==> config.mk <==
export PLATFORM = sky130hd
export DESIGN_NAME = regfile_dump
export DESIGN_NICKNAME = d
export VERILOG_FILES = /design/src/rtl/regdump_pkg.sv /design/src/rtl/regdump_serializer.sv /design/src/rtl/regfile_dump.sv
export SDC_FILE = /design/constraint.sdc
export NUM_CORES = 1
export LEC_CHECK = 0
export ABC_AREA = 1
export CAP_MARGIN = 40
export CORE_AREA = 2 2 79 81
export CTS_BUF_LIST = sky130_fd_sc_hd__clkbuf_2 sky130_fd_sc_hd__clkbuf_4 sky130_fd_sc_hd__clkbuf_8
export DETAILED_ROUTE_END_ITERATION = 12
export DIE_AREA = 0 0 81 83
export PLACE_DENSITY = 0.65
export SYNTH_ARGS = -nofsm -noshare
export SYNTH_HDL_FRONTEND = slang
export SYNTH_SLANG_ARGS = --single-unit
==> constraint.sdc <==
create_clock -name clk -period 1.45 [get_ports clk]
set_input_delay 0.2175 -clock clk [delete_from_list [all_inputs] [get_ports clk]]
set_output_delay 0.2175 -clock clk [all_outputs]
set_load 0.05 [all_outputs]
==> src/rtl/regdump_pkg.sv <==
// Shared types and constants for the register-file dump engine.
package regdump_pkg;

  // Dump sequencer states; StCsum is only entered when REGDUMP_CSUM_EN is defined.
  typedef enum logic [2:0] {
    StIdle,
    StAddr,
    StSend,
    StCsum,
    StDone
  } state_t;

  localparam int unsigned DEFAULT_DATA_W = 32;
  localparam int unsigned BYTES_PER_REG  = DEFAULT_DATA_W / 8;
  localparam int unsigned REG_COUNT      = 16;

endpackage

==> src/rtl/regdump_serializer.sv <==
// Loads one register word and shifts it out LSB byte first over valid/ready.
module regdump_serializer #(
  parameter int unsigned DATA_W = 32
) (
  input  logic              clk,
  input  logic              rst,
  input  logic              load,
  input  logic [DATA_W-1:0] word,
  input  logic              tx_ready,
  output logic [7:0]        tx_data,
  output logic              tx_valid,
  output logic              last_byte_accepted
);

  localparam int unsigned NB = DATA_W / 8;
  localparam int unsigned CW = (NB > 1) ? $clog2(NB) : 1;

  logic [DATA_W-1:0] shreg;
  logic [CW-1:0]     cnt;
  logic              hs;

  assign hs                 = tx_valid && tx_ready;
  assign tx_data            = shreg[7:0];
  assign last_byte_accepted = hs && (cnt == CW'(NB - 1));

  // Word load, then one byte shift per accepted handshake; data only moves on hs.
  always_ff @(posedge clk) begin
    if (rst) begin
      shreg    <= '0;
      cnt      <= '0;
      tx_valid <= 1'b0;
    end else if (load) begin
      shreg    <= word;
      cnt      <= '0;
      tx_valid <= 1'b1;
    end else if (hs) begin
      shreg <= shreg >> 8;
      cnt   <= cnt + 1'b1;
      if (last_byte_accepted) begin
        tx_valid <= 1'b0;
      end
    end
  end

endmodule

==> src/rtl/regfile_dump.sv <==
// Register-file dump engine: walks a wrapping index range and streams each
// register as little-endian bytes. Optional trailing checksum byte when the
// macro REGDUMP_CSUM_EN is defined.
module regfile_dump
  import regdump_pkg::*;
#(
  parameter int unsigned IDX_W  = 4,
  parameter int unsigned DATA_W = 32
) (
  input  logic              clk,
  input  logic              rst,
  input  logic              start,
  input  logic [IDX_W-1:0]  first_idx,
  input  logic [IDX_W-1:0]  last_idx,
  output logic              busy,
  output logic              done,
  output logic [IDX_W-1:0]  rd_idx,
  input  logic [DATA_W-1:0] rd_data,
  output logic [7:0]        tx_data,
  output logic              tx_valid,
  input  logic              tx_ready
);

  state_t           state;
  logic [IDX_W-1:0] last;
  logic [7:0]       ser_data;
  logic             ser_valid;
  logic             ser_last;

  regdump_serializer #(
    .DATA_W (DATA_W)
  ) u_ser (
    .clk                (clk),
    .rst                (rst),
    .load               (state == StAddr),
    .word               (rd_data),
    .tx_ready           (tx_ready),
    .tx_data            (ser_data),
    .tx_valid           (ser_valid),
    .last_byte_accepted (ser_last)
  );

  assign busy = (state != StIdle);
  assign done = (state == StDone);

`ifdef REGDUMP_CSUM_EN
  logic [7:0] csum;

  // Checksum accumulates every accepted data byte; it is presented in StCsum.
  always_ff @(posedge clk) begin
    if (rst) begin
      csum <= '0;
    end else if (state == StIdle && start) begin
      csum <= '0;
    end else if (state == StSend && ser_valid && tx_ready) begin
      csum <= csum + ser_data;
    end
  end

  assign tx_data  = (state == StCsum) ? csum : ser_data;
  assign tx_valid = ser_valid || (state == StCsum);
`else
  assign tx_data  = ser_data;
  assign tx_valid = ser_valid;
`endif

  // Dump sequencer: address phase, byte send phase, optional checksum, done pulse.
  always_ff @(posedge clk) begin
    if (rst) begin
      state  <= StIdle;
      rd_idx <= '0;
      last   <= '0;
    end else begin
      unique case (state)
        StIdle: begin
          if (start) begin
            rd_idx <= first_idx;
            last   <= last_idx;
            state  <= StAddr;
          end
        end
        StAddr: state <= StSend;
        StSend: begin
          if (ser_last) begin
            if (rd_idx != last) begin
              rd_idx <= rd_idx + 1'b1;
              state  <= StAddr;
            end else begin
`ifdef REGDUMP_CSUM_EN
              state <= StCsum;
`else
              state <= StDone;
`endif
            end
          end
        end
        StCsum: begin
          if (tx_ready) begin
            state <= StDone;
          end
        end
        StDone:  state <= StIdle;
        default: state <= StIdle;
      endcase
    end
  end

endmodule
# After elaboration in Yosys (flattened, before gate mapping)

Cells that the tools add are included.

Register bits: 46
Input port bits: 44
Output and inout port bits: 15
Word-level logic and storage cells: 44

Add/subtract/negate cells: 2
Equality and inequality tests: 10
Mux-type cells: 14
Reduce and logical (&&, ||, !) cells: 12

Operators by type and width:

| operator              | number |
|---|---|
| $mux W32              | 2 |
| $mux W3               | 4 |
| $mux W4               | 3 |
| $pmux W3 S4           | 1 |
| $ne A2 B2 Y1 const B  | 4 |
| $pmux W4 S2           | 1 |
| $eq A3 B2 Y1 const B  | 2 |
| $reduce_bool A2 Y1    | 3 |
| $add A4 B1 Y4 const B | 1 |
| $ne A4 B4 Y1          | 1 |
| $reduce_and A2 Y1     | 2 |
| $reduce_and A4 Y1     | 1 |
| $eq A3 B1 Y1 const B  | 1 |
| $eq A3 B3 Y1 const B  | 1 |
| $logic_not A3 Y1      | 1 |
| $mux W1               | 3 |
| $reduce_and A3 Y1     | 1 |
| $reduce_bool A3 Y1    | 1 |
| $add A2 B1 Y2 const B | 1 |
| $eq A2 B2 Y1 const B  | 1 |
| $logic_and A1 B1 Y1   | 2 |
| $reduce_or A2 Y1      | 1 |

# Depth between registers and ports, before layout

Depth after elaboration: 5
Depth in mapped cells: 9
Gate-level depth less buffers: 9

# Hierarchy

From an unflattened synthesis, not the netlist that was laid out.

Cell total of the unflattened synthesis: 350
Area total of the unflattened synthesis: 2469.9 µm²

By module, submodules not included:

| module             | instances | cells an instance | area each (µm²) | sequential area each (µm²) |
|---|---|---|---|---|
| regdump_serializer | 1         | 247               | 1828.0          | 700.7 |
| regfile_dump       | 1         | 103               | 641.9           | 220.2 |

# Worst setup path before layout

Ideal clock, no wire load.

Kind: reg-to-output
Start point: register state[2]
End point: output port done
Arrival: 1.537 ns
Setup slack: -0.304 ns
Stages on the path, launching flop included: 3
Cell sequence: dfxtp_1 inv_1 nor3_1

Word-level cells in the longest chain between the ends: 1

Ends and longest elaborated chain:

| what                   | line               | RTL |
|---|---|---|
| from (decl)            | regfile_dump.sv:24 | `state_t state;` |
| from (signal assigned) | regfile_dump.sv:70 | `state <= StIdle;` |
| from (signal assigned) | regfile_dump.sv:79 | `state <= StAddr;` |
| from (signal assigned) | regfile_dump.sv:82 | `StAddr: state <= StSend;` |
| $eq A3 B3 Y1           | regfile_dump.sv:44 | `assign done = (state == StDone);` |
| to (decl)              | regfile_dump.sv:16 | `output logic done,` |

Every way passes these cells.

# Final worst setup path

Start point: register state[1]
End point: output port busy

Word-level cells in the longest chain between the ends: 1

Ends and longest elaborated chain:

| what               | line               | RTL |
|---|---|---|
| $reduce_bool A3 Y1 | regfile_dump.sv:43 | `assign busy = (state != StIdle);` |
| to (decl)          | regfile_dump.sv:15 | `output logic busy,` |

Every way passes these cells.

==> qor.yml <==
sta:
  setup_ws_ns: 0.04898
  setup_viol: 0
  fmax_ghz: 0.7138
  slew_violations: 0
  tightest_slew_ns: 0.3079
  finalClockSkew_ns: 0.004065
  slew_headroom_pct: 79.44
  fin_crit_sh_pct: 96.62
  timing.setup.tns_ns: 0
  rsz0062_at_grt: "false"
  min_period_ns: 1.401
  final_hold_viol_count: 0
  worst_hold_slack_ns: 0.4669
detailed_routing:
  viasPerCell: 4.870
  drc: 0
  via_count: 2055
  wire_per_inst_um: 12.02
  antenna_left: 0
  first_pass_iters: 4
  wirelength_um: 5074
  drtIter0Drc: 66
global_routing:
  grt_pass1_vias: 1872
  antenna_found_initial: 0
  grt_pass1_wl_um: 8321
  grt_overflow: 0
  grt_max_degree: 30
  grt_usage_pct: 15.38
pwr:
  powerDensity_nw_per_um2: 2013
  peakVddDrop_v: 0.0007521
  p_leak_uw: 0.001197
clock_network:
  clock_latency_ns: 0.29
  cts_setup_buffers: 0
  htreeDepth: 2
  cts_buffer_depth: 2
  cts.sinks: 46
  ctsResizeCount: 0
  cts_buffers: 5
  ctsHoldBuffers: 0
  path_clk_slew_ns: 0.08
  cts_tree: "yes"
  cts-root-buf: "clkbuf_8"
synth:
  synth_top_area_share_pct: 40.37
  synth_top_area_cell: "dfxtp_1"
  ys_top_cells_by_area: "dfxtp_1 (40%), nand2_1 (15%), a31oi_2 (5.5%)"
  synth_seq_area_share_pct: 40.37
  syn_avg_cell_area_um2: 7.732
  ys_seq_elements: 46
  syn_inst: 295
  synth.distinct_cells: 28
  yosys_warnings: 0
  synth_area_um2: 2281
  syn_nets: 341
setup_path:
  worstPathCellList: "inv_2, nand2_1, buf_12"
  path_class: "flip-flop to output port"
  critPathRequiredTime_ns: 1.23
  arrival_ns: 1.18
  cpPeakStageDelay_ns: 0.51
  worstPathMaxFanout: 6
  startpoint_type: "flip-flop"
  crit_slowest_cell: "dfxtp_1"
  cp-end-kind: "output port"
cells_and_area:
  n_antenna_cell: 0
  stdcell_area_um2: 3194
  layout.nets: 392
  synthToLayoutAreaGrowth_pct: 40.04
  utilization_pct: 54.93
  drive_gt1_share_pct: 24.78
die:
  initial_core_util_pct: 39.22
  dieArea_um2: 6723
  chipWidth_um: 81
  coreArea_um2: 5816
  ios: 59
  floorplan.rows: 28
  die_h_um: 83
hold_path:
  hp-class: "flip-flop to flip-flop"
job:
  max_cap_viol_count: 0
place:
  port_buffers: 58
  dpl.hpwl_um: 3688
  placed_area_um2: 3069
  place_ws_ns: -0.1066
  gp_congestion: 0.8468
run_status:
  status: "finished, final reports clean"
==> layout by cell type (no fill, tap or decap), types with 2 or more instances in the layout <==
cell             netlist  final
nor2_4                 3      3
nand3_2                1      2
a21oi_1                9      9
nand2_4                2      2
dfxtp_1               46     39
nor2_2                 1      2
a21oi_2                8      8
clkbuf_8               0      8
nand3_1               24     23
ha_1                   2      2
dfxtp_2                0      6
inv_2                  6      6
a31oi_1               14     14
nand2_1               90     90
a31oi_2               10     10
buf_4                 10      4
buf_12                 0     19
clkdlybuf4s50_1        0     43
inv_1                 11     11
o21ai_0               14     14
nand3b_1               3      3
nor2_1                 9      8
nand2_2               12     12
==> report_power, final <==
group / switching [uW] / internal, uW / total (uW)
clock network: 421 / 482 / 902
logic: 1960 / 1530 / 3490
registers: 374 / 1660 / 2040
==> cell type report <==
type / instances / area (um^2)
clock buffers: 8 / 110.1
multi-input cells: 208 / 1139
inverters: 19 / 78.83
repair buffers: 66 / 840.8
flip-flops and latches: 46 / 932.1
fillers: 569 / 2621
well taps: 75 / 93.84
==> state kept, by name, indices dropped and copies added (netlist names) <==
name            count
u_ser.shreg        32
last                4
rd_idx              4
state               3
u_ser.cnt           2
u_ser.tx_valid      1
==> worst max-delay path, delay by kind of cell (launching register included) <==
family,cells,cell delay [ns]
buffers and inverters,2,0.25
and+or+nand+nor,1,0.13
DFF,1,0.51
==> path summary, 6_finish.rpt <==
| check | startpoint | end | slack (ns) | cells past startpoint |
|---|---|---|---|---|
| min | u_ser.shreg[29]$_SDFFE_PP0P_ | u_ser.shreg[29]$_SDFFE_PP0P_ | 0.47 | 2 |
| max | state[1]$_SDFFE_PP0P_ | busy | 0.05 | 3 |
| max reg2reg | u_ser.cnt[0]$_SDFFE_PP0P_ | rd_idx[0]$_SDFFE_PP0P_ | 0.08 | 8 |
| min reg2reg | u_ser.shreg[29]$_SDFFE_PP0P_ | u_ser.shreg[29]$_SDFFE_PP0P_ | 0.47 | 2 |
==> per-layer routing <==
| layer | GRT usage [%] | vias to the layer above | share of wire, % |
|---|---|---|---|
| met4 | 4.622 | 0 | 1.4 |
| met5 | 0 | - | 0 |
| li1 | - | 1066 | - |
| met2 | 24.79 | 60 | 47 |
| met1 | 20.52 | 918 | 47 |
| met3 | 3.152 | 11 | 4.7 |
==> metrics by stage <==
| step | cells | power, uW |
|---|---|---|
| final | 422 | 6430 |
| after global routing | 422 | 6831 |
| after CTS | 422 | 6447 |
| after detailed placement | 414 | 5539 |
| after global placement | 414 | 5489 |
| after floorplan | 295 | 4343 |
==> logic make-up (layout without fill, tap and decap cells) <==
logic type,after synthesis,after routing,share of synthesized area (%)
XOR/XNOR,2,2,0.7681
adder cells (fa/ha/maj),2,2,1.097
AND/OR/NAND/NOR,148,148,29.73
AO/OA/AOI/OAI,56,56,17.77
buffers and inverters,41,93,10.26
flip-flops,46,46,40.37
==> cells in the mapped netlist <==
cell type  count
nand2_2       12
nand3b_1       3
buf_2          6
a21oi_1        9
a31oi_2       10
ha_1           2
nand3_2        1
nor2_4         3
xnor2_1        1
inv_1         11
a21oi_2        8
nor3_1         2
nand2_4        2
nor2_1         9
xor2_1         1
inv_4          2
buf_6          4
buf_4         10
nand2_1       90
a31oi_1       14
o21ai_0       14
a211oi_1       1
clkbuf_1       2
dfxtp_1       46
nand3_1       24
inv_2          6
nand4_1        1
nor2_2         1
Note: power is estimated with default switching activity, not from simulation.
